[config.mk]
export PLATFORM = sky130hd
export DESIGN_NAME = mux_arb_n
export DESIGN_NICKNAME = d
export VERILOG_FILES = /design/src/rtl/mux_arb_n.sv
export SDC_FILE = /design/constraint.sdc
export NUM_CORES = 1
export LEC_CHECK = 0
export ABC_AREA = 1
export BUFFER_PORTS_ARGS = -buffer_cell sky130_fd_sc_hd__buf_4
export CAP_MARGIN = 25
export CORE_AREA = 2 2 65 129
export DETAILED_ROUTE_END_ITERATION = 8
export DIE_AREA = 0 0 67 131
export SETUP_SLACK_MARGIN = 0.05
export SYNTH_ARGS = -nofsm -noshare
export SYNTH_HDL_FRONTEND = slang
export SYNTH_SLANG_ARGS = --single-unit
[constraint.sdc]
create_clock -name Clk -period 3.95 [get_ports Clk]
set_input_delay 0.395 -clock Clk [delete_from_list [all_inputs] [get_ports Clk]]
set_output_delay 0.395 -clock Clk [all_outputs]
set_load 0.02 [all_outputs]
[src/rtl/mux_arb_n.sv]
// -----------------------------------------------------------------------------
// mux_arb_n
//   N-input, W-bit selector with a registered output stage and valid/ready
//   handshakes on every input and on the output. Two runtime modes:
//     mode=0 : direct select. An out-of-range select falls back to the last
//              channel (N_IN-1).
//     mode=1 : round-robin arbitration, searching from the channel after the
//              last one that actually transferred.
//   One transfer per cycle is sustained when the consumer keeps Dout_ready
//   high, because the output register can drain and reload on the same edge.
//
// Optional build macro:
//   CHAN_ID_EN - adds output Dout_ch, the index of the channel that supplied
//                Dout, registered alongside Dout.
//
// Ports:
//   Clk        in   system clock, rising edge
//   Reset_n    in   synchronous active-low reset
//   Din        in   [N_IN-1:0][W-1:0] per-channel data
//   Din_valid  in   [N_IN-1:0] per-channel valid
//   Din_ready  out  [N_IN-1:0] per-channel accept (at most one bit set)
//   mode       in   0 = direct select, 1 = round-robin
//   select     in   [SEL_W-1:0] channel index for direct mode
//   Dout       out  [W-1:0] registered output data
//   Dout_valid out  output register holds data
//   Dout_ready in   consumer accept
//   xfer_cnt   out  [CNT_W-1:0] accepted input transfers, wraps
//   Dout_ch    out  [SEL_W-1:0] source channel of Dout (CHAN_ID_EN only)
// -----------------------------------------------------------------------------
module mux_arb_n #(
  parameter int N_IN  = 5,
  parameter int W     = 8,
  parameter int CNT_W = 16,
  localparam int SEL_W = (N_IN > 1) ? $clog2(N_IN) : 1
) (
  input  logic                     Clk,
  input  logic                     Reset_n,
  input  logic [N_IN-1:0][W-1:0]   Din,
  input  logic [N_IN-1:0]          Din_valid,
  output logic [N_IN-1:0]          Din_ready,
  input  logic                     mode,
  input  logic [SEL_W-1:0]         select,
  output logic [W-1:0]             Dout,
  output logic                     Dout_valid,
  input  logic                     Dout_ready,
  output logic [CNT_W-1:0]         xfer_cnt
`ifdef CHAN_ID_EN
  ,
  output logic [SEL_W-1:0]         Dout_ch
`endif
);

  localparam logic [SEL_W-1:0] LAST_CH = SEL_W'(N_IN - 1);

  logic [W-1:0]     dout_q,     dout_d;
  logic             dout_vld_q, dout_vld_d;
  logic [CNT_W-1:0] cnt_q,      cnt_d;
  logic [SEL_W-1:0] last_gnt_q, last_gnt_d;
`ifdef CHAN_ID_EN
  logic [SEL_W-1:0] ch_q,       ch_d;
`endif

  logic             load_en;
  logic [SEL_W-1:0] cand;
  logic [SEL_W-1:0] rr_idx;
  logic             rr_hit;
  logic [SEL_W-1:0] gnt_idx;
  logic             gnt_vld;
  logic             xfer;

  // Output register is free, or is being drained by the consumer this cycle.
  assign load_en = !dout_vld_q || Dout_ready;

  // Direct-mode candidate with the default-to-last rule.
  always_comb begin
    if (int'(select) < N_IN) cand = select;
    else                     cand = LAST_CH;
  end

  // Round-robin search: offsets 1..N_IN from last_gnt, so last_gnt itself is
  // considered last and wins only if it is the sole valid channel.
  always_comb begin
    int j;
    rr_idx = '0;
    rr_hit = 1'b0;
    j      = 0;
    for (int k = 1; k <= N_IN; k++) begin
      j = int'(last_gnt_q) + k;
      if (j >= N_IN) j = j - N_IN;
      if (!rr_hit && Din_valid[j]) begin
        rr_hit = 1'b1;
        rr_idx = SEL_W'(j);
      end
    end
  end

  always_comb begin
    if (mode) begin
      gnt_idx = rr_idx;
      gnt_vld = rr_hit;
    end else begin
      gnt_idx = cand;
      gnt_vld = Din_valid[cand];
    end
  end

  // A grant always implies the granted channel is valid, so a ready bit is a
  // transfer. Reset masks the handshake so nothing is accepted while held.
  assign xfer = gnt_vld && load_en && Reset_n;

  always_comb begin
    for (int i = 0; i < N_IN; i++) begin
      Din_ready[i] = xfer && (int'(gnt_idx) == i);
    end
  end

  always_comb begin
    dout_d     = dout_q;
    dout_vld_d = dout_vld_q;
    cnt_d      = cnt_q;
    last_gnt_d = last_gnt_q;
`ifdef CHAN_ID_EN
    ch_d       = ch_q;
`endif
    if (xfer) begin
      dout_d     = Din[gnt_idx];
      dout_vld_d = 1'b1;
      cnt_d      = cnt_q + CNT_W'(1);
`ifdef CHAN_ID_EN
      ch_d       = gnt_idx;
`endif
      // Direct-mode transfers leave the round-robin pointer alone.
      if (mode) last_gnt_d = gnt_idx;
    end else if (dout_vld_q && Dout_ready) begin
      dout_vld_d = 1'b0;
    end
  end

  always_ff @(posedge Clk) begin
    if (!Reset_n) begin
      dout_q     <= '0;
      dout_vld_q <= 1'b0;
      cnt_q      <= '0;
      last_gnt_q <= LAST_CH;
`ifdef CHAN_ID_EN
      ch_q       <= '0;
`endif
    end else begin
      dout_q     <= dout_d;
      dout_vld_q <= dout_vld_d;
      cnt_q      <= cnt_d;
      last_gnt_q <= last_gnt_d;
`ifdef CHAN_ID_EN
      ch_q       <= ch_d;
`endif
    end
  end

  assign Dout       = dout_q;
  assign Dout_valid = dout_vld_q;
  assign xfer_cnt   = cnt_q;
`ifdef CHAN_ID_EN
  assign Dout_ch    = ch_q;
`endif

endmodule

==> metrics.md <==
| Metric | Value |
|---|---|
| TritonCTS Buffers | 3 |
| Initial Utilization | 0.392 |
| Final cycle utilization of the critical path | 0.909 |
| Critical Path Fanout Max | 10 |
| Drt pass-1 iters | 4 |
| Filler cell count in the final layout | 864 |
| CTS root buffer | clkbuf_16 |
| Tot Pwr | 1550 uW |
| Net switching power | 717 uW |
| Iter 0 DRT Violations | 219 |
| Number of vias per cell | 5.04 |
| Core Rows | 46 |
| Commonest non-fill, non-tap cell in the layout | nand2_1 |
| Top_reg_cell synth | dfxtp_1 |
| PnR worst setup slack | 0.360 ns |
| Share of cells above drive strength 1 | 0.270 |
| LEAKAGE | 0.00190 uW |
| Netlist cell types | 36 |
| Number of global-route vias before repair | 3,172 |
| Met3 usage | 0.0308 |
| Internal power | 837 uW |
| Routed Antenna Nets | 0 |
| Post-synth top area cell | nand2_1 |
| Hold slack | 0.382 ns |
| Syn. warnings | 0 |
| WP data required | 3.56 ns |
| Global-route met1 utilization | 0.287 |
| Vias | 3,417 |
| Synthesized instance count | 503 |
| Pins Over Slew Limit | 0 |
| Final #Nets | 648 |
| Area delta synth->final | 25.8% |
| Post-CTS Setup Inserts | 0 |
| Core ar. | 7830 um^2 |
| Die area | 8780 um^2 |
| # port buffers | 81 |
| Fmax | 0.279 GHz |
| CTS sink count | 28 |
| Fin Setup TNS | 0 ns |
| Worst Setup End Kind | primary output |
| Hold Path Class | in -> reg |
| GRT Total Usage | 0.204 |
| Synth top area cells | nand2_1, dfxtp_1, nand3_1 |
| Startpoint Class | flip-flop |
| Cts-stage hold buffer count | 0 |
| GR peak layer | met2 |
| GR Layer Usage met2 | 0.328 |
| GRT overflow | 0 |
| Clock Power Share | 0.197 |
| Post-CTS sizing | 0 |
| Post-synth top area share | 0.193 |
| Cell area after synthesis | 3070 um^2 |
| Slew HR | 0.530 |
| CTS tree | built |
| Die height | 131 um |
| Initial antenna violation count | 0 |
| Status | finished, final reports clean |
| Syn_area_per_cell | 6.11 um^2 |
| Longest Clk Path Bufs | 2 |
| Pwr per Cell Area | 402 nW/um^2 |
| Post-Syn Nets | 568 |
| Max cap viols | 0 |
| DR DRC count | 0 |
| Post-Layout Cell Count | 678 |
| Global-route wire length before repair | 14,500 um |
| Arrival time worst endpoint | 3.19 ns |
| Commonest cells after routing, fill and taps aside | nand2_1, buf_4, nand3_1, inv_1, dfxtp_1 |
| H-tree levels | 1 |
| Fin crit period | 3.59 ns |
| Gpl congestion | 0.882 |
| Clock transition at path regs | 0.07 ns |
| Area taken by multi-input logic gates | 2180 um^2 |
| Pin slew with the least headroom to its limit | 0.698 ns |
| Post-Place Cells | 674 |
| Top Ports | 82 |
| Storage cell area | 561 um^2 |
| Post-DP HPWL | 7030 um |
| Post-detailed-routing wire length | 8790 um |
| Sequential share of power | 0.208 |
| EDFF count, synth | 0 |
| Setup WS pre-CTS | 0.454 ns |
| Pin count of the biggest net entering global routing | 19 |
| RSZ-0062 raised after global routing | no |
| Sequential share of the synthesized area | 0.182 |
| # setup viols final | 0 |
| Ant diodes | 0 |
| Clk Latency, worst-skew pair | 0.27 ns |
| Sw Ratio | 0.461 |
| Comb power frac | 0.595 |
| WL per Instance | 13.0 um |
| VDD IR max | 0.000168 V |
| Skew final | 0.00783 ns |
| Fin. Hold Viols | 0 |
| Die width | 67 um |
| Asr flop ratio synth | 0 |
| Critical path class | reg -> out |
| FF+latch count, synth | 28 |
## synth_stat cells (5+ instances only)
library cell,count
nand3_2,17
nand4_1,20
ha_1,13
nand3_1,60
nor3_1,9
a21oi_2,8
a21oi_1,21
o21ai_1,6
dfxtp_1,28
buf_6,5
nand2_2,16
nand2_1,158
nor2_1,20
o21ai_0,21
nor4_1,5
inv_1,56
## cell families after synthesis
group,after synthesis,synth area share
fa+ha+maj,13,0.0530
compound gates,64,0.123
flops,28,0.182
xor+xnor,5,0.0143
simple gates,318,0.514
buf+inv,75,0.114
## worst max-delay path, cell delays in order, from the launching register on
cell,delay (ns)
dfxtp_1,0.34
inv_2,0.10
ha_1,0.36
nand2_1,0.12
nand3_2,0.16
o21ai_0,0.32
nand3_1,0.12
nand2_1,0.07
nand2_1,0.07
nand2_2,0.13
nor2_4,0.07
nand3_2,0.08
nand2_1,0.07
o21ai_2,0.18
nand3_4,0.17
nand2_2,0.11
inv_2,0.06
nor4_1,0.19
buf_4,0.20
## path summary, 6_finish.rpt
check                 from            to  slack, ns  depth (start not counted)
max          last_gnt_q[1]  Din_ready[0]       0.36                         18
max reg2reg  last_gnt_q[1]  xfer_cnt[11]       0.85                         20
min             Dout_ready    Dout_valid       0.38                          4
min reg2reg   xfer_cnt[15]  xfer_cnt[15]       0.50                          2
## power groups by stage
stage | Sequential, uW | Combinational [uW] | Clock [uW]
after global placement | 329 | 914 | 0
after floorplan | 354 | 668 | 0
after CTS | 323 | 918 | 311
after detailed placement | 330 | 914 | 0
after global routing | 327 | 1040 | 321
final | 323 | 924 | 306
## per-stage QoR
step	instance area, um^2	utilization
detailed placement	3740	0.478
finish	3860	0.494
CTS	3850	0.492
global placement	3740	0.478
global route	3860	0.494
floorplan	3070	-
## routing by layer
layer | share of wire | wire length [um]
met1 | 0.46 | 4080
met2 | 0.45 | 3970
met3 | 0.072 | 637
met4 | 0.012 | 106
met5 | 0 | 0
## flip-flops by register name (all words and copies together), names as in the netlist
signal and count:
Dout 8, last_gnt_q 3, xfer_cnt 16, Dout_valid 1
## layout make-up
| class | instances | area share |
|---|---|---|
| clock inverter | 1 | 0.00777 |
| multi-input combinational | 400 | 0.563 |
| sequential | 28 | 0.145 |
| tap | 96 | 0.0311 |
| clock buffer | 3 | 0.0194 |
| timing repair buffer | 89 | 0.173 |
| inverter | 61 | 0.0605 |
No activity file was read; power rests on OpenSTA's default activity.
